$ cat src/rtl/vga_game_pkg.sv
// ============================================================================
// Module  : vga_game_pkg
// Brief   : Shared FSM state encoding and pixel colour constants.
// Revision: 1.0 - initial release
// ============================================================================
`default_nettype none

package vga_game_pkg;

   localparam int c_COORD_W = 10;

   typedef enum logic [0:0] {
      MANUAL = 1'b0,
      BOUNCE = 1'b1
   } game_state_t;

   typedef struct packed {
      logic [2:0] red;
      logic [2:0] green;
      logic [1:0] blue;
   } rgb_t;

   localparam rgb_t c_RGB_BLACK  = '{red: 3'd0, green: 3'd0, blue: 2'd0};
   localparam rgb_t c_RGB_BORDER = '{red: 3'd7, green: 3'd7, blue: 2'd3};
   localparam rgb_t c_RGB_SPRITE = '{red: 3'd0, green: 3'd7, blue: 2'd0};
   localparam rgb_t c_RGB_FLASH  = '{red: 3'd7, green: 3'd0, blue: 2'd0};

endpackage

`default_nettype wire

$ cat src/rtl/axis_mover.sv
// ============================================================================
// Module  : axis_mover
// Brief   : One sprite axis: position, direction, clamp and reflect logic.
// Revision: 1.0 - initial release
// ============================================================================
`default_nettype none

module axis_mover
   import vga_game_pkg::*;
#(
   parameter int LO   = 10,
   parameter int HI   = 600,
   parameter int INIT = 320
)(
   input  logic                 CLK,
   input  logic                 RST,
   input  logic                 tick,
   input  logic                 bounce,
   input  logic                 dec,
   input  logic                 inc,
   output logic [c_COORD_W-1:0] pos,
   output logic                 dir_neg,
   output logic                 reflect
);

   localparam logic [c_COORD_W-1:0] c_LO   = c_COORD_W'(LO);
   localparam logic [c_COORD_W-1:0] c_HI   = c_COORD_W'(HI);
   localparam logic [c_COORD_W-1:0] c_INIT = c_COORD_W'(INIT);

   logic [c_COORD_W-1:0] r_pos;
   logic [c_COORD_W-1:0] w_pos_next;
   logic                 r_dir_neg;
   logic                 w_dir_next;
   logic                 w_reflect;
   logic                 w_at_hi;
   logic                 w_at_lo;

   assign w_at_hi = (r_pos >= c_HI);
   assign w_at_lo = (r_pos <= c_LO);

   always_comb begin
      w_pos_next = r_pos;
      w_dir_next = r_dir_neg;
      w_reflect  = 1'b0;
      if (bounce) begin
         // A step that would leave the range holds the limit and turns around.
         if (!r_dir_neg) begin
            if (w_at_hi) begin
               w_pos_next = c_HI;
               w_dir_next = 1'b1;
               w_reflect  = 1'b1;
            end else begin
               w_pos_next = r_pos + 1'b1;
            end
         end else begin
            if (w_at_lo) begin
               w_pos_next = c_LO;
               w_dir_next = 1'b0;
               w_reflect  = 1'b1;
            end else begin
               w_pos_next = r_pos - 1'b1;
            end
         end
      end else if (inc && !dec) begin
         w_pos_next = w_at_hi ? c_HI : r_pos + 1'b1;
      end else if (dec && !inc) begin
         w_pos_next = w_at_lo ? c_LO : r_pos - 1'b1;
      end
   end

   always_ff @(posedge CLK or posedge RST) begin
      if (RST) begin
         r_pos     <= c_INIT;
         r_dir_neg <= 1'b0;
      end else if (tick) begin
         r_pos     <= w_pos_next;
         r_dir_neg <= w_dir_next;
      end
   end

   assign pos     = r_pos;
   assign dir_neg = r_dir_neg;
   assign reflect = tick & w_reflect;

endmodule

`default_nettype wire

$ cat src/rtl/vga_sprite_game.sv
// ============================================================================
// Module  : vga_sprite_game
// Brief   : Switch- or bounce-driven square sprite with border and hit flash.
// Revision: 1.0 - initial release
// ============================================================================
`default_nettype none

module vga_sprite_game
   import vga_game_pkg::*;
#(
   parameter int H_RES         = 640,
   parameter int V_RES         = 480,
   parameter int SIZE          = 30,
   parameter int BORDER        = 10,
   parameter int PRESCALE_BITS = 16,
   parameter int INIT_X        = 320,
   parameter int INIT_Y        = 240,
   parameter int FLASH_TICKS   = 8
)(
   input  logic                 CLK,
   input  logic                 RST,
   input  logic [c_COORD_W-1:0] x,
   input  logic [c_COORD_W-1:0] y,
   input  logic                 blank,
   input  logic                 up_switch,
   input  logic                 dn_switch,
   input  logic                 left_switch,
   input  logic                 right_switch,
   input  logic                 mode_switch,
   output logic [2:0]           RED,
   output logic [2:0]           GREEN,
   output logic [1:0]           BLUE,
   output logic                 hit
);

   localparam int c_NUM_SW  = 5;
   localparam int c_FLASH_W = $clog2(FLASH_TICKS + 1);

   localparam logic [c_COORD_W-1:0] c_X_BORDER_LO = c_COORD_W'(BORDER);
   localparam logic [c_COORD_W-1:0] c_X_BORDER_HI = c_COORD_W'(H_RES - BORDER);
   localparam logic [c_COORD_W-1:0] c_Y_BORDER_LO = c_COORD_W'(BORDER);
   localparam logic [c_COORD_W-1:0] c_Y_BORDER_HI = c_COORD_W'(V_RES - BORDER);
   localparam logic [c_COORD_W:0]   c_SIZE_EXT    = (c_COORD_W + 1)'(SIZE);

   // Switch synchronisers; index order is {mode, right, left, dn, up}
   logic [c_NUM_SW-1:0] w_sw_raw;
   logic [c_NUM_SW-1:0] r_sync_meta;
   logic [c_NUM_SW-1:0] r_sync;

   assign w_sw_raw = {mode_switch, right_switch, left_switch, dn_switch, up_switch};

   always_ff @(posedge CLK or posedge RST) begin
      if (RST) begin
         r_sync_meta <= '1;
         r_sync      <= '1;
      end else begin
         r_sync_meta <= w_sw_raw;
         r_sync      <= r_sync_meta;
      end
   end

   logic w_up;
   logic w_dn;
   logic w_left;
   logic w_right;
   logic w_mode_bounce;

   assign w_up          = ~r_sync[0];
   assign w_dn          = ~r_sync[1];
   assign w_left        = ~r_sync[2];
   assign w_right       = ~r_sync[3];
   assign w_mode_bounce = ~r_sync[4];

   logic [PRESCALE_BITS-1:0] r_prescale;
   logic                     w_tick;

   always_ff @(posedge CLK or posedge RST) begin
      if (RST) begin
         r_prescale <= '0;
      end else begin
         r_prescale <= r_prescale + 1'b1;
      end
   end

   assign w_tick = &r_prescale;

   game_state_t r_state;
   game_state_t w_state_next;
   logic        w_bounce;

   always_ff @(posedge CLK or posedge RST) begin
      if (RST) begin
         r_state <= MANUAL;
      end else begin
         r_state <= w_state_next;
      end
   end

   always_comb begin
      w_state_next = r_state;
      if (w_tick) begin
         w_state_next = w_mode_bounce ? BOUNCE : MANUAL;
      end
   end

   // Movers use the incoming state so a mode change applies on its own tick.
   assign w_bounce = (w_state_next == BOUNCE);

   logic [c_COORD_W-1:0] o_x;
   logic [c_COORD_W-1:0] o_y;
   logic                 w_dx_neg;
   logic                 w_dy_neg;
   logic                 w_refl_x;
   logic                 w_refl_y;

   axis_mover #(
      .LO   (BORDER),
      .HI   (H_RES - BORDER - SIZE),
      .INIT (INIT_X)
   ) u_x (
      .CLK     (CLK),
      .RST     (RST),
      .tick    (w_tick),
      .bounce  (w_bounce),
      .dec     (w_left),
      .inc     (w_right),
      .pos     (o_x),
      .dir_neg (w_dx_neg),
      .reflect (w_refl_x)
   );

   axis_mover #(
      .LO   (BORDER),
      .HI   (V_RES - BORDER - SIZE),
      .INIT (INIT_Y)
   ) u_y (
      .CLK     (CLK),
      .RST     (RST),
      .tick    (w_tick),
      .bounce  (w_bounce),
      .dec     (w_up),
      .inc     (w_dn),
      .pos     (o_y),
      .dir_neg (w_dy_neg),
      .reflect (w_refl_y)
   );

   assign hit = w_refl_x | w_refl_y;

   logic [c_FLASH_W-1:0] r_flash;

   always_ff @(posedge CLK or posedge RST) begin
      if (RST) begin
         r_flash <= '0;
      end else if (hit) begin
         r_flash <= c_FLASH_W'(FLASH_TICKS);
      end else if (w_tick && (r_flash != '0)) begin
         r_flash <= r_flash - 1'b1;
      end
   end

   logic w_border;
   logic w_object;
   rgb_t w_rgb;

   assign w_border = (x < c_X_BORDER_LO) || (x >= c_X_BORDER_HI) ||
                     (y < c_Y_BORDER_LO) || (y >= c_Y_BORDER_HI);

   assign w_object = ({1'b0, x} >= {1'b0, o_x}) &&
                     ({1'b0, x} <  ({1'b0, o_x} + c_SIZE_EXT)) &&
                     ({1'b0, y} >= {1'b0, o_y}) &&
                     ({1'b0, y} <  ({1'b0, o_y} + c_SIZE_EXT));

   always_comb begin
      w_rgb = c_RGB_BLACK;
      if (blank) begin
         w_rgb = c_RGB_BLACK;
      end else if (w_border) begin
         w_rgb = c_RGB_BORDER;
      end else if (w_object) begin
         w_rgb = (r_flash != '0) ? c_RGB_FLASH : c_RGB_SPRITE;
      end
   end

   assign RED   = w_rgb.red;
   assign GREEN = w_rgb.green;
   assign BLUE  = w_rgb.blue;

endmodule

`default_nettype wire

$ cat config.mk
export PLATFORM = sky130hd
export DESIGN_NAME = vga_sprite_game
export DESIGN_NICKNAME = d
export VERILOG_FILES = /design/src/rtl/vga_game_pkg.sv /design/src/rtl/axis_mover.sv /design/src/rtl/vga_sprite_game.sv
export SDC_FILE = /design/constraint.sdc
export NUM_CORES = 1
export LEC_CHECK = 0
export CAP_MARGIN = 20
export CORE_MARGIN = 5
export CORE_UTILIZATION = 54
export DETAILED_ROUTE_END_ITERATION = 12
export GPL_TIMING_DRIVEN = 0
export PLACE_DENSITY = 0.78
export SYNTH_ARGS = -nofsm -noshare
export SYNTH_HDL_FRONTEND = slang
export SYNTH_SLANG_ARGS = --single-unit
export TNS_END_PERCENT = 5
$ cat constraint.sdc
create_clock -name CLK -period 4.1 [get_ports CLK]
set_clock_uncertainty 0.1 [all_clocks]
set_input_delay 1.025 -clock CLK [delete_from_list [all_inputs] [get_ports CLK]]
set_output_delay 1.025 -clock CLK [all_outputs]
set_load 0.02 [all_outputs]
==> results.py <==
metrics = {
    "run_status": {
        "status": "complete, but fails checks",
        "failed_checks": "setup timing",
    },
    "logic_synthesis": {
        "ys_ff_latch": 53,
        "yosysTopAreaCell": "dfrtp_1",
        "synth_top_family_by_area": "compound AO/OA/AOI/OAI gates",
        "netlist_instances": 539,
        "synth_edf_count": 0,
        "ys.flop_type": "dfrtp_1",
        "yosys.area.top_type_share_pct": 19.88,
        "synthXorXnorAreaFrac_pct": 7.333,
        "synthArstFlopShare_pct": 100.0,
        "synth.distinct_cells": 69,
        "synth_compound_area_share_pct": 23.21,
        "yosysWarnings": 0,
        "yosys.area_share.adder_pct": 14.50,
        "yosys.area_share.simple_pct": 18.75,
        "synthMuxAreaShare_pct": 1.316,
        "synth_fp_nets": 621,
        "yosysMostFrequentCell": "ha_1",
        "synth.avg_cell_area_um2": 8.642,
        "synth_area_um2": 4658,
        "yosysSeqAreaShare_pct": 28.90,
        "synth_top_cells_by_area": "dfrtp_1 (20%), ha_1 (15%), dfstp_2 (9.0%), xnor2_1 (6.0%), nand2_1 (3.7%)",
        "yosys-top-cells-count": "ha_1 (54), nand2_1 (46), dfrtp_1 (37)",
    },
    "routing": {
        "drt_iter0_markers": 565,
        "via_per_inst": 6.211,
        "vias": 4366,
        "firstDrtPassIters": 6,
        "post_drt_wl_per_cell_um": 16.91,
        "drc": 0,
        "antenna_left": 0,
        "routed_wl_mm": 11.89,
    },
    "cts": {
        "clock-root-buffer": "clkbuf_8",
        "cts_buffers": 5,
        "clock_sinks": 53,
        "cts_tree": "yes",
        "hold_buffers": 0,
        "clock_path_buffers": 2,
        "cts-htree-levels": 2,
        "insertion_delay_ps": 320,
        "path_clk_slew_ps": 100,
    },
    "sta": {
        "setup_viol": 6,
        "maxSlewHeadroom_pct": 63.63,
        "rsz0062_at_grt": "yes",
        "max_freq_mhz": 235.4,
        "fin_crit_ps": 4248,
        "timing.final.ws_setup_ps": -148.0,
        "period_share_pct": 103.6,
        "hold_viol": 0,
        "fin_setup_tns_ps": -701.1,
        "hold_ws_ps": 260.0,
        "slew_viol_final": 0,
        "worst_pin_slew_ps": 539.9,
    },
    "finish": {
        "area_growth_pct": 20.60,
        "drive_above_1_share_pct": 18.23,
        "nFillCells": 667,
        "layout.cells.non_filler": 703,
        "nNetsFinal": 679,
        "insertedDiodeCount": 0,
        "fin_util_pct": 67.69,
    },
    "worst_setup_path": {
        "required_ps": 2970,
        "worst-path-max-fanout": 7,
        "crit_path_end_kind": "output port",
        "worst-endpoint-arrival_ps": 3120,
        "start_kind": "flop",
        "critPathKind": "reg -> out",
    },
    "power_and_ir_drop": {
        "swShare_pct": 24.09,
        "seqPwrFrac_pct": 50.4,
        "finalPower_mw": 1.060,
        "p_switching_mw": 0.2553,
        "power.leakage_nw": 2.336,
        "pwr-share-comb_pct": 14.3,
        "powerDensity_nw_per_um2": 188.7,
        "pwr-share-clk_pct": 35.3,
        "vdd_drop_max_uv": 248.6,
        "power.internal_mw": 0.8045,
    },
    "floorplan": {
        "die_x_um": 102.9,
        "core.rowCount": 33,
        "die_h_um": 102.9,
        "core_area_um2": 8299,
        "dieArea_um2": 10580,
        "io_pins": 37,
        "start_util_pct": 56.13,
    },
    "grt": {
        "grt_pass1_vias": 4338,
        "grt_pass1_wl_mm": 20.40,
        "grt_usage_pct": 23.78,
        "antenna_found_initial": 0,
        "overflow": 0,
        "grt_max_degree": 33,
    },
    "place": {
        "gp_congestion": 0.9323,
        "hpwl_mm": 8.721,
        "port_buffers": 36,
        "dp.cells": 682,
    },
    "hold_path": {
        "min_path_type": "reg -> reg",
    },
    "run": {
        "cap_violations": 0,
    },
}
-- power groups by stage --
| stage | sequential [mW] | clock [mW] | combinational [mW] |
|---|---|---|---|
| 2_1_floorplan | 0.543 | 0 | 0.0824 |
| 3_3_place_gp | 0.543 | 0 | 0.140 |
| 3_5_place_dp | 0.543 | 0 | 0.149 |
| 4_1_cts | 0.534 | 0.385 | 0.152 |
| 5_1_grt | 0.534 | 0.401 | 0.168 |
| 6_report | 0.534 | 0.374 | 0.152 |
-- worst paths after layout --
kind	startpoint	end	slack (ps)	depth (start not counted)
hold / removal	r_sync_meta[1]	r_sync[1]	260	0
max in group asynchronous	RST	r_sync[3]	2360	3
setup / recovery	u_x.pos[2]	GREEN[2]	-150	15
hold reg to reg	r_sync_meta[1]	r_sync[1]	260	0
min in group asynchronous	RST	u_y.pos[2]	930	2
setup reg to reg	r_prescale[0]	u_y.pos[4]	1270	9
-- metal layers --
| metal | up-vias | share of wire, % | wire, um | global-route usage [%] |
|---|---|---|---|---|
| met3 | 20 | 6.3 | 747 | 3.112 |
| met2 | 171 | 47 | 5644 | 39.37 |
| met4 | 0 | 1.5 | 182 | 6.574 |
| met1 | 2065 | 45 | 5311 | 32.75 |
| met5 | - | 0 | 0 | 0 |
| li1 | 2110 | - | - | - |
-- flip-flops by register name, summed over array words and instances (netlist names) --
| name | count |
|---|---|
| u_y.pos | 10 |
| u_x.pos | 10 |
| r_state | 1 |
| r_flash | 4 |
| u_x.dir_neg | 1 |
| r_sync_meta | 5 |
| r_sync | 5 |
| u_y.dir_neg | 1 |
| r_prescale | 16 |
-- cells by family after synthesis --
kind of cell             count (synthesis)
AO/OA/AOI/OAI                          155
XOR/XNOR                                39
adder cells (fa/ha/maj)                 54
buffers and inverters                   63
flip-flops                              53
multiplexers                             6
AND/OR/NAND/NOR                        169
-- cells in the final DEF (no fill, tap or decap), types with 5 or more instances in the layout --
master	instances
nand2_1	46
nor3_1	9
xnor2_1	32
buf_6	11
o21ai_0	20
dfstp_2	16
a21oi_1	28
dfrtp_1	34
nor2_1	31
inv_1	25
mux2i_1	5
clkbuf_8	7
ha_1	50
nand4_1	14
o211ai_1	9
clkbuf_1	9
nand2b_1	8
xor2_1	7
a21o_1	14
o221ai_1	6
buf_4	23
a21oi_2	5
nor4_1	6
a31oi_1	12
dlygate4sd2_1	12
clkdlybuf4s50_1	16
nand3_1	27
-- what timing repair did --
item,4_1_cts,5_1_grt
pin swaps,22,3
buffers inserted,17,1
resized for setup,88,7
cloned,0,0
endpoints found under the setup margin,9,9
-- metrics by stage --
| stage | worst slack [ps] | area (um^2) |
|---|---|---|
| floorplan | 1.301 | 4715 |
| global placement | -751.1 | 5206 |
| detailed placement | -792.1 | 5231 |
| CTS | -135.1 | 5598 |
| global route | -322.0 | 5618 |
| finish | -148.0 | 5618 |
-- layout make-up --
| class | instances | area (um^2) | area share [%] |
|---|---|---|---|
| Sequential cell | 53 | 1350 | 24.03 |
| Clock inverter | 1 | 30.03 | 0.5345 |
| Clock buffer | 7 | 86.33 | 1.537 |
| Tap cell | 105 | 131.4 | 2.339 |
| Timing Repair Buffer | 56 | 509.2 | 9.065 |
| Multi-Input combinational cell | 423 | 3199 | 56.95 |
| Buffer | 24 | 167.7 | 2.984 |
| Inverter | 34 | 143.9 | 2.561 |
-- critical path, stage by stage (launching register included) --
cell and delay, ps:
dfrtp_1 410, buf_6 150, inv_4 80, ha_4 140, nor3b_4 220, buf_4 170, nor2_1 50, xnor2_1 130
ha_1 190, a21o_1 150, a21oi_1 140, o22ai_1 90, a211o_1 340, o31ai_4 280, buf_4 160, buf_6 110
Power figures use the tool's default switching activity.
